File: src/rtl/usb_stream_in.sv
// FX2 Slave FIFO writer for EP6 (IN): 2-entry skid buffer feeding the FIFO, with
// short-packet commit via PKTEND on an explicit flush or an idle timeout.
module usb_stream_in #(
  parameter int unsigned PKT_WORDS    = 256,
  parameter int unsigned IDLE_TIMEOUT = 1024,
  parameter int unsigned GAP_CYCLES   = 3
) (
  input  logic        fx2_ifclk,
  input  logic        reset,
  input  logic [15:0] data_in,
  input  logic        data_in_valid,
  output logic        data_in_ready,
  input  logic        flush,
  input  logic        fx2_flagc,
  output logic [15:0] fx2_fdata,
  output logic [1:0]  fx2_faddr,
  output logic        fx2_slwr,
  output logic        fx2_slrd,
  output logic        fx2_sloe,
  output logic        fx2_slcs,
  output logic        fx2_pkt_end
);

  localparam int unsigned CntW  = (PKT_WORDS > 1) ? $clog2(PKT_WORDS) : 1;
  localparam int unsigned IdleW = $clog2(IDLE_TIMEOUT + 2);
  localparam int unsigned GapW  = $clog2(GAP_CYCLES + 2);

  localparam logic [CntW-1:0]  CntLast = CntW'(PKT_WORDS - 1);
  localparam logic [IdleW-1:0] IdleMax = IdleW'(IDLE_TIMEOUT);
  localparam logic [GapW-1:0]  GapLast = GapW'(GAP_CYCLES - 1);

  typedef enum logic [1:0] {StStream, StPktEnd, StGap} state_e;

  state_e           state_q, state_d;
  logic [15:0]      buf_q [2];
  logic             rd_ptr_q, wr_ptr_q;
  logic [1:0]       occ_q;
  logic [CntW-1:0]  word_cnt_q, word_cnt_d;
  logic [IdleW-1:0] idle_q, idle_d;
  logic [GapW-1:0]  gap_q, gap_d;
  logic             flush_pending_q, flush_pending_d;
  logic             accept, wr_en, commit, timeout;

  assign data_in_ready = !reset && (occ_q < 2'd2) && !flush_pending_q;
  assign accept        = data_in_valid && data_in_ready;
  assign wr_en         = (state_q == StStream) && (occ_q != 2'd0) && fx2_flagc;

  assign fx2_fdata   = buf_q[rd_ptr_q];
  assign fx2_slwr    = !wr_en;
  assign fx2_pkt_end = !commit;
  assign fx2_faddr   = 2'b10;
  assign fx2_slrd    = 1'b1;
  assign fx2_sloe    = 1'b1;
  assign fx2_slcs    = 1'b0;

  always_ff @(posedge fx2_ifclk or posedge reset) begin
    if (reset) begin
      buf_q[0] <= '0;
      buf_q[1] <= '0;
      rd_ptr_q <= 1'b0;
      wr_ptr_q <= 1'b0;
      occ_q    <= 2'd0;
    end else begin
      if (accept) begin
        buf_q[wr_ptr_q] <= data_in;
        wr_ptr_q        <= !wr_ptr_q;
      end
      if (wr_en) rd_ptr_q <= !rd_ptr_q;
      occ_q <= occ_q + 2'(accept) - 2'(wr_en);
    end
  end

  always_ff @(posedge fx2_ifclk or posedge reset) begin
    if (reset) begin
      state_q         <= StStream;
      word_cnt_q      <= '0;
      idle_q          <= '0;
      gap_q           <= '0;
      flush_pending_q <= 1'b0;
    end else begin
      state_q         <= state_d;
      word_cnt_q      <= word_cnt_d;
      idle_q          <= idle_d;
      gap_q           <= gap_d;
      flush_pending_q <= flush_pending_d;
    end
  end

  always_comb begin
    state_d         = state_q;
    word_cnt_d      = word_cnt_q;
    idle_d          = idle_q;
    gap_d           = gap_q;
    flush_pending_d = flush_pending_q;
    commit          = 1'b0;
    timeout         = 1'b0;
    unique case (state_q)
      StStream: begin
        // Full packets wrap silently; the FX2 auto-commits them.
        if (wr_en) word_cnt_d = (word_cnt_q == CntLast) ? '0 : word_cnt_q + 1'b1;
        if (accept || wr_en) begin
          idle_d = '0;
        end else if (occ_q == 2'd0 && word_cnt_q != '0 && idle_q != IdleMax) begin
          idle_d = idle_q + 1'b1;
        end
        timeout = (IDLE_TIMEOUT != 0) && (idle_d == IdleMax) && (idle_q != IdleMax);
        if (flush_pending_q && occ_q == 2'd0) begin
          // Nothing written since the last commit: drop the request, no zero-length packet.
          if (word_cnt_q != '0) state_d = StPktEnd;
          else                  flush_pending_d = 1'b0;
        end else begin
          flush_pending_d = flush_pending_q || flush || timeout;
        end
      end
      StPktEnd: begin
        commit          = 1'b1;
        word_cnt_d      = '0;
        idle_d          = '0;
        gap_d           = '0;
        flush_pending_d = flush;
        state_d         = (GAP_CYCLES == 0) ? StStream : StGap;
      end
      StGap: begin
        idle_d          = '0;
        flush_pending_d = flush_pending_q || flush;
        if (gap_q == GapLast) state_d = StStream;
        else                  gap_d   = gap_q + 1'b1;
      end
      default: state_d = StStream;
    endcase
  end

endmodule
File: config.mk
export PLATFORM = sky130hd
export DESIGN_NAME = usb_stream_in
export DESIGN_NICKNAME = d
export VERILOG_FILES = /design/src/rtl/usb_stream_in.sv
export SDC_FILE = /design/constraint.sdc
export NUM_CORES = 1
export LEC_CHECK = 0
export CAP_MARGIN = 20
export CORE_MARGIN = 5
export CORE_UTILIZATION = 63
export CTS_BUF_LIST = sky130_fd_sc_hd__clkbuf_16
export CTS_CLUSTER_SIZE = 28
export DETAILED_ROUTE_END_ITERATION = 8
export DONT_BUFFER_PORTS = 1
export GPL_ROUTABILITY_DRIVEN = 0
export PLACE_DENSITY = 0.86
export SETUP_SLACK_MARGIN = 0.5
export SLEW_MARGIN = 10
export SYNTH_ARGS = -nofsm -noshare
export SYNTH_HDL_FRONTEND = slang
export SYNTH_SLANG_ARGS = --single-unit
File: constraint.sdc
create_clock -name fx2_ifclk -period 2.6 [get_ports fx2_ifclk]
set_input_delay 0.39 -clock fx2_ifclk [delete_from_list [all_inputs] [get_ports fx2_ifclk]]
set_output_delay 0.39 -clock fx2_ifclk [all_outputs]
set_load 0.005 [all_outputs]
**After elaboration in Yosys (flattened, before gate mapping)**

Cells that the tools add are included.

- Add/subtract/negate cells: 5
- $mul: 0
- Divide/modulo/power cells: 0
- $lt $le $gt $ge: 4
- Equality and inequality tests: 12
- Shift-type cells: 0
- Mux-type cells: 23
- Bitwise logic cells: 2
- Reductions and logical operators: 32

Operator list:

| operator | number |
|---|---|
| $mux 16 | 4 |
| $mux 11 | 3 |
| $bwmux 32 | 1 |
| $pmux 11 s2 | 1 |
| $demux 16 s1 | 1 |
| $mux 8 | 2 |
| $pmux 8 s2 | 1 |
| $add 11x1->11 const B | 1 |
| $eq 11x11->1 const B | 1 |
| $ne 11x11->1 const B | 1 |
| $logic_and 1x1->1 | 10 |
| $add 8x1->8 const B | 1 |
| $eq 8x8->1 const B | 1 |
| $reduce_bool 2->1 | 4 |
| $reduce_bool 8->1 | 1 |
| $logic_not 1->1 | 6 |
| $mux 2 | 3 |
| $ne 2x2->1 const B | 3 |
| $pmux 2 s3 | 1 |
| $pmux 3 s2 | 1 |
| $reduce_and 2->1 | 3 |
| $ge 2x2->1 const B | 2 |
| $logic_not 2->1 | 2 |
| $ne 2x1->1 const B | 2 |
| 17 further kinds | 22 |

- Flip-flop bits (word level): 61
- Bits in latches: 0
- Memory bits (writable): 0
- ROM bits: 0
- Bits of input ports: 21
- Word-level logic and storage cells: 88
- Memories kept: 0

**Longest topological paths before layout**

- Depth after elaboration: 12
- Depth in mapped cells: 11

**Worst setup path before layout**

OpenSTA, ideal clock, no wires.

- Path kind: flip-flop to flip-flop
- Start point: reg state_q[0]
- End point: reg idle_q[1]
- Library setup time: 120 ps
- Arrival: 2078 ps
- Data required time: 2480 ps
- Setup slack: 402 ps
- Cell stages (with the launch flop): 12
- Path buffers: 2
- Cells stage by stage: dfrtp_1 > inv_1 > ha_1 > nand3_1 > ha_1 > nand2b_1 > clkbuf_1 > or2_0 > clkbuf_1 > nor2_1 > nand2_1 > nand2_1

- Cells in the longest elaborated chain, start to end: 7
- Elaborated cells between the ends (all ways): 11
- Classes of those cells: eq/ne: 2; mux: 3; reduce/logical: 6

Ends and longest elaborated chain:

| element | line | text |
|---|---|---|
| from (decl) | 34 | `state_e state_q, state_d;` |
| from (signal assigned) | 75 | `state_q <= StStream;` |
| from (signal assigned) | 81 | `state_q <= state_d;` |
| $logic_not 2->1 | 46, 97 |  |
| $logic_and 1x1->1 (2 in a row) | 46 | `assign wr_en = (state_q == StStream) && (occ_q != 2'd0) && fx2_flagc;` |
| $logic_or 1x1->1 | 101 | `if (accept \|\| wr_en) begin` |
| $mux 11 | 101 |  |
| $mux 11 | 97 | `unique case (state_q)` |
| $pmux 11 s2 | 97 |  |
| to (signal assigned) | 83 | `idle_q <= idle_d;` |
| to (decl) | 39 | `logic [IdleW-1:0] idle_q, idle_d;` |

Several ways; a longest one is shown, not always the timed one. The select of a mux whose other input is x is not followed.
A chain may end at the register's enable or synchronous reset.

**Worst setup path in the final report**

- Start point: reg occ_q[1]
- End point: reg idle_q[6]

- Cells in the longest elaborated chain, start to end: 8
- Elaborated cells between the ends (all ways): 15
- Classes of those cells: order compare: 1; mux: 4; reduce/logical: 10

Ends and longest elaborated chain:

| element | line | text |
|---|---|---|
| from (decl) | 37 | `logic [1:0] occ_q;` |
| from (signal assigned) | 69 | `occ_q <= occ_q + 2'(accept) - 2'(wr_en);` |
| $lt 2x2->1 | 44 | `assign data_in_ready = !reset && (occ_q < 2'd2) && !flush_pending_q;` |
| $logic_and 1x1->1 (2 in a row) | 44 |  |
| $logic_and 1x1->1 | 45 | `assign accept = data_in_valid && data_in_ready;` |
| $logic_or 1x1->1 | 101 |  |
| $mux 11 * | 101 |  |
| $mux 11 * | 97 |  |
| $pmux 11 s2 * | 97 |  |

Every way passes the cells marked *; elsewhere a longest branch is shown, timed or not. The select of a mux whose other input is x is not followed.

==> summary.md <==
| Metric | Value |
|---|---|
| WL/cell | `slightly below 20 um` |
| Final hold vios | `0` |
| Overall Power | `between 4 and 5 mW` |
| Slew HR | `approximately 50%` |
| Die Ht | `83.4 um` |
| Max stage delay on crit path | `around 430 ps` |
| Initial antenna violation count | `0` |
| Fin area | `0.00377 sq mm` |
| Leak Pwr | `about 1.7 nW` |
| Register area share after synthesis | `between 40 and 50%` |
| Share of layout cells above drive strength 1 | `between 20 and 30%` |
| Synth async-reset ratio | `100%` |
| IO Pins | `45` |
| Area Overhead vs Synth | `11.0%` |
| #FFs+latches synth | `between 60 and 70` |
| Vias in the first global route | `2534` |
| DP HPWL | `about 4800 um` |
| Fill count | `roughly 320` |
| R2r worst-path depth | `7` |
| Via density | `around 6.3` |
| Worst-path clk slew | `approximately 50 ps` |
| Critical path origin | `occ_q[1]` |
| Synth Instances | `319` |
| Post-place setup slack | `between 200 and 300 ps` |
| Min-delay worst type | `in2async` |
| Post-synth EDFFs | `0` |
| Crit path max-delay family | `simple AND/OR/NAND/NOR gates` |
| Levels on crit path | `7` |
| Peak VDD IR | `788 uV` |
| Antenna Nets Post-Route | `0` |
| Maxcap violations | `0` |
| Die area | `between 0.006 and 0.007 sq mm` |
| Netlist Area Pre-Place | `0.00339 sq mm` |
| Initial DRC count | `between 200 and 300` |
| CTS tree | `yes` |
| Sum of negative setup slack | `0 ps` |
| Finish-stage setup viols | `0` |
| CTS buffer count | `9` |
| Count of cell types in the netlist | `between 50 and 60` |
| Drc violations | `0` |
| Measured slew at the worst slew-check pin | `762 ps` |
| RSZ-0062 raised after global routing | `true` |
| CTS Buffer Depth | `2` |
| Worst Setup Path Type | `reg2reg` |
| Largest net degree at the start of global routing | `37` |
| R2R Path End | `idle_q[6]` |
| Slew Limit Fails | `0` |
| Routed wire length | `around 7700 um` |
| Worst setup SP type | `register` |
| Tcrit/Tclk final | `between 80% and 90%` |
| ANT cells | `0` |
| Synth warn | `0` |
| Slowest cell on the critical path | `dfrtp_1` |
| Placed Area | `~0.0034 sq mm` |
| R2R setup slack | `470 ps` |
| CTS root buf | `clkbuf_16` |
| Port Buffers | `0` |
| Core area | `0.00517 sq mm` |
| DIE WIDTH | `about 83 um` |
| Critical Path End | `idle_q[6]` |
| Final worst clock skew | `around 3.7 ps` |
| Starting Density | `approximately two thirds` |
| CTS sink cnt | `61` |
| Vias after detailed routing | `roughly 2500` |
| Critical path buffer and inverter count | `1` |
| F_max | `~0.47 GHz` |
| CP arrival | `~2400 ps` |
| # rows | `26` |
| Global-route wire length before repair | `roughly 12000 um` |
| Outcome | `completed` |
| WP data required | `2810 ps` |
| Beginning of the worst register-to-register path | `occ_q[1]` |
| Crit path capture type | `register` |
| Top FF cell, synth | `dfrtp_1` |
| CP cell instances | `or2_4 -> nand3_1 -> ha_1 -> nand2b_1 -> or2_1 -> buf_4 -> o31ai_1` |
| Clock latency on the worst-skew pair | `roughly 330 ps` |
| Htree depth | `3` |
| PD cells | `~1200 mW/mm^2` |
| Fin crit period | `around 2100 ps` |
| Critical Path Fanout Max | `6` |
| Final setup margin | `469 ps` |
| GRT Util Overall | `22.0%` |
| Nets | `358` |
| Total gr overflow | `0` |
| 1st-pass router iterations | `5` |
| Avg Cell Area, Syn | `around 11 sq um` |
| # hold bufs at CTS | `0` |
[power by group]
| part | switching (mW) | internal (mW) |
|---|---|---|
| Clock | 0.425 | 0.735 |
| Combinational | 0.854 | 0.815 |
| Sequential | 0.310 | 1.30 |
[stage by stage]
step | hold WS, ps | util, % | instances
after floorplan | 468 | - | 322
after global placement | 424 | 65.9 | 377
after detailed placement | 431 | 65.9 | 377
after CTS | 86.9 | 71.7 | 393
after global routing | 125 | 72.8 | 397
final | 64.5 | 72.8 | 397
[kinds of logic (layout without fill, tap and decap cells)]
logic type	Yosys count	after routing	share of synthesized area [%]
AND/OR/NAND/NOR	87	87	13.5
flip-flops	61	61	45.0
AO/OA/AOI/OAI	58	59	10.6
multiplexers	54	54	17.7
buffers and inverters	34	38	5.38
adder cells (fa/ha/maj)	15	15	5.53
XOR/XNOR	8	8	2.06
other	2	5	0.221
[synth_stat cells (all sizes together) (2+ instances only)]
master / number / share of area (%)
nor3: 7 / 1.2
xnor2: 7 / 1.8
nand2b: 2 / 0.37
ha: 15 / 5.5
and3: 6 / 1.1
or2: 3 / 0.63
a31oi: 4 / 0.74
a21boi: 2 / 0.44
o21ai: 26 / 3.8
dfrtp: 61 / 45
o31ai: 9 / 2.0
mux2: 48 / 16
mux2i: 6 / 1.8
nand2: 28 / 3.1
inv: 11 / 1.2
conb: 2 / 0.22
nand3: 10 / 1.5
and2: 2 / 0.41
nor2: 16 / 1.8
and4: 3 / 0.77
nand4: 4 / 0.74
a21oi: 9 / 1.4
clkbuf: 7 / 0.81
buf: 16 / 3.4
[worst min-delay path by stage]
stage                  start              end  depth (start not counted)
6_report               reset         buf_q[4]                          1
5_1_grt                reset        buf_q[16]                          1
4_1_cts                reset  flush_pending_q                          1
3_5_place_dp           reset         buf_q[5]                          1
3_3_place_gp           reset        buf_q[21]                          1
2_1_floorplan  word_cnt_q[7]    word_cnt_q[7]                          1
[layer usage]
layer / vias to the layer above / part of all wire [%] / GRT usage (%)
met5: - / 0 / 0
li1: 1133 / - / -
met2: 110 / 50 / 35.4
met1: 1225 / 39 / 25.6
met3: 35 / 7.0 / 8.91
met4: 0 / 4.3 / 9.96
[state kept, by name (all words and copies together) (netlist names)]
register and flops:
idle_q 11, occ_q 2, rd_ptr_q 1, buf_q 32
gap_q 3, word_cnt_q 8, state_q 2, wr_ptr_q 1
flush_pending_q 1
[worst reg2reg max path, stage by stage (launching register included)]
cell and delay, ps:
dfrtp_1 430, or2_4 310, nand3_1 160, ha_1 270
nand2b_1 90, or2_1 300, buf_4 200, o31ai_1 260
[cell type report]
type                            instances  area (sq um)  area share (%)
Timing Repair Buffer                   11          82.6            2.19
Multi-Input combinational cell        228          1740            46.1
Tap cell                               70          87.6            2.32
Clock inverter                          7          66.3            1.76
Clock buffer                            9           225            5.98
Inverter                               11          41.3            1.10
Sequential cell                        61          1530            40.5
[repair_timing]
action                     in CTS  in global routing
cloned                          0                  1
buffers inserted                0                  3
gates resized for setup         2                  5
pin swaps                       0                  2
setup endpoints to repair       9                 12
[layout by cell type, fill, tap and decap left out, drive strengths merged, types with 3 or more instances in the layout]
cell type,instances
or2,3
conb,5
and3,6
nand3,10
a21oi,10
nand4,4
dfrtp,61
clkinv,5
xnor2,7
nor2,16
clkbuf,9
mux2,48
inv,11
nand2,28
mux2i,6
a31oi,4
nor3,7
ha,15
buf,11
o21ai,26
o31ai,9
and4,3
Power figures use the tool's default switching activity.
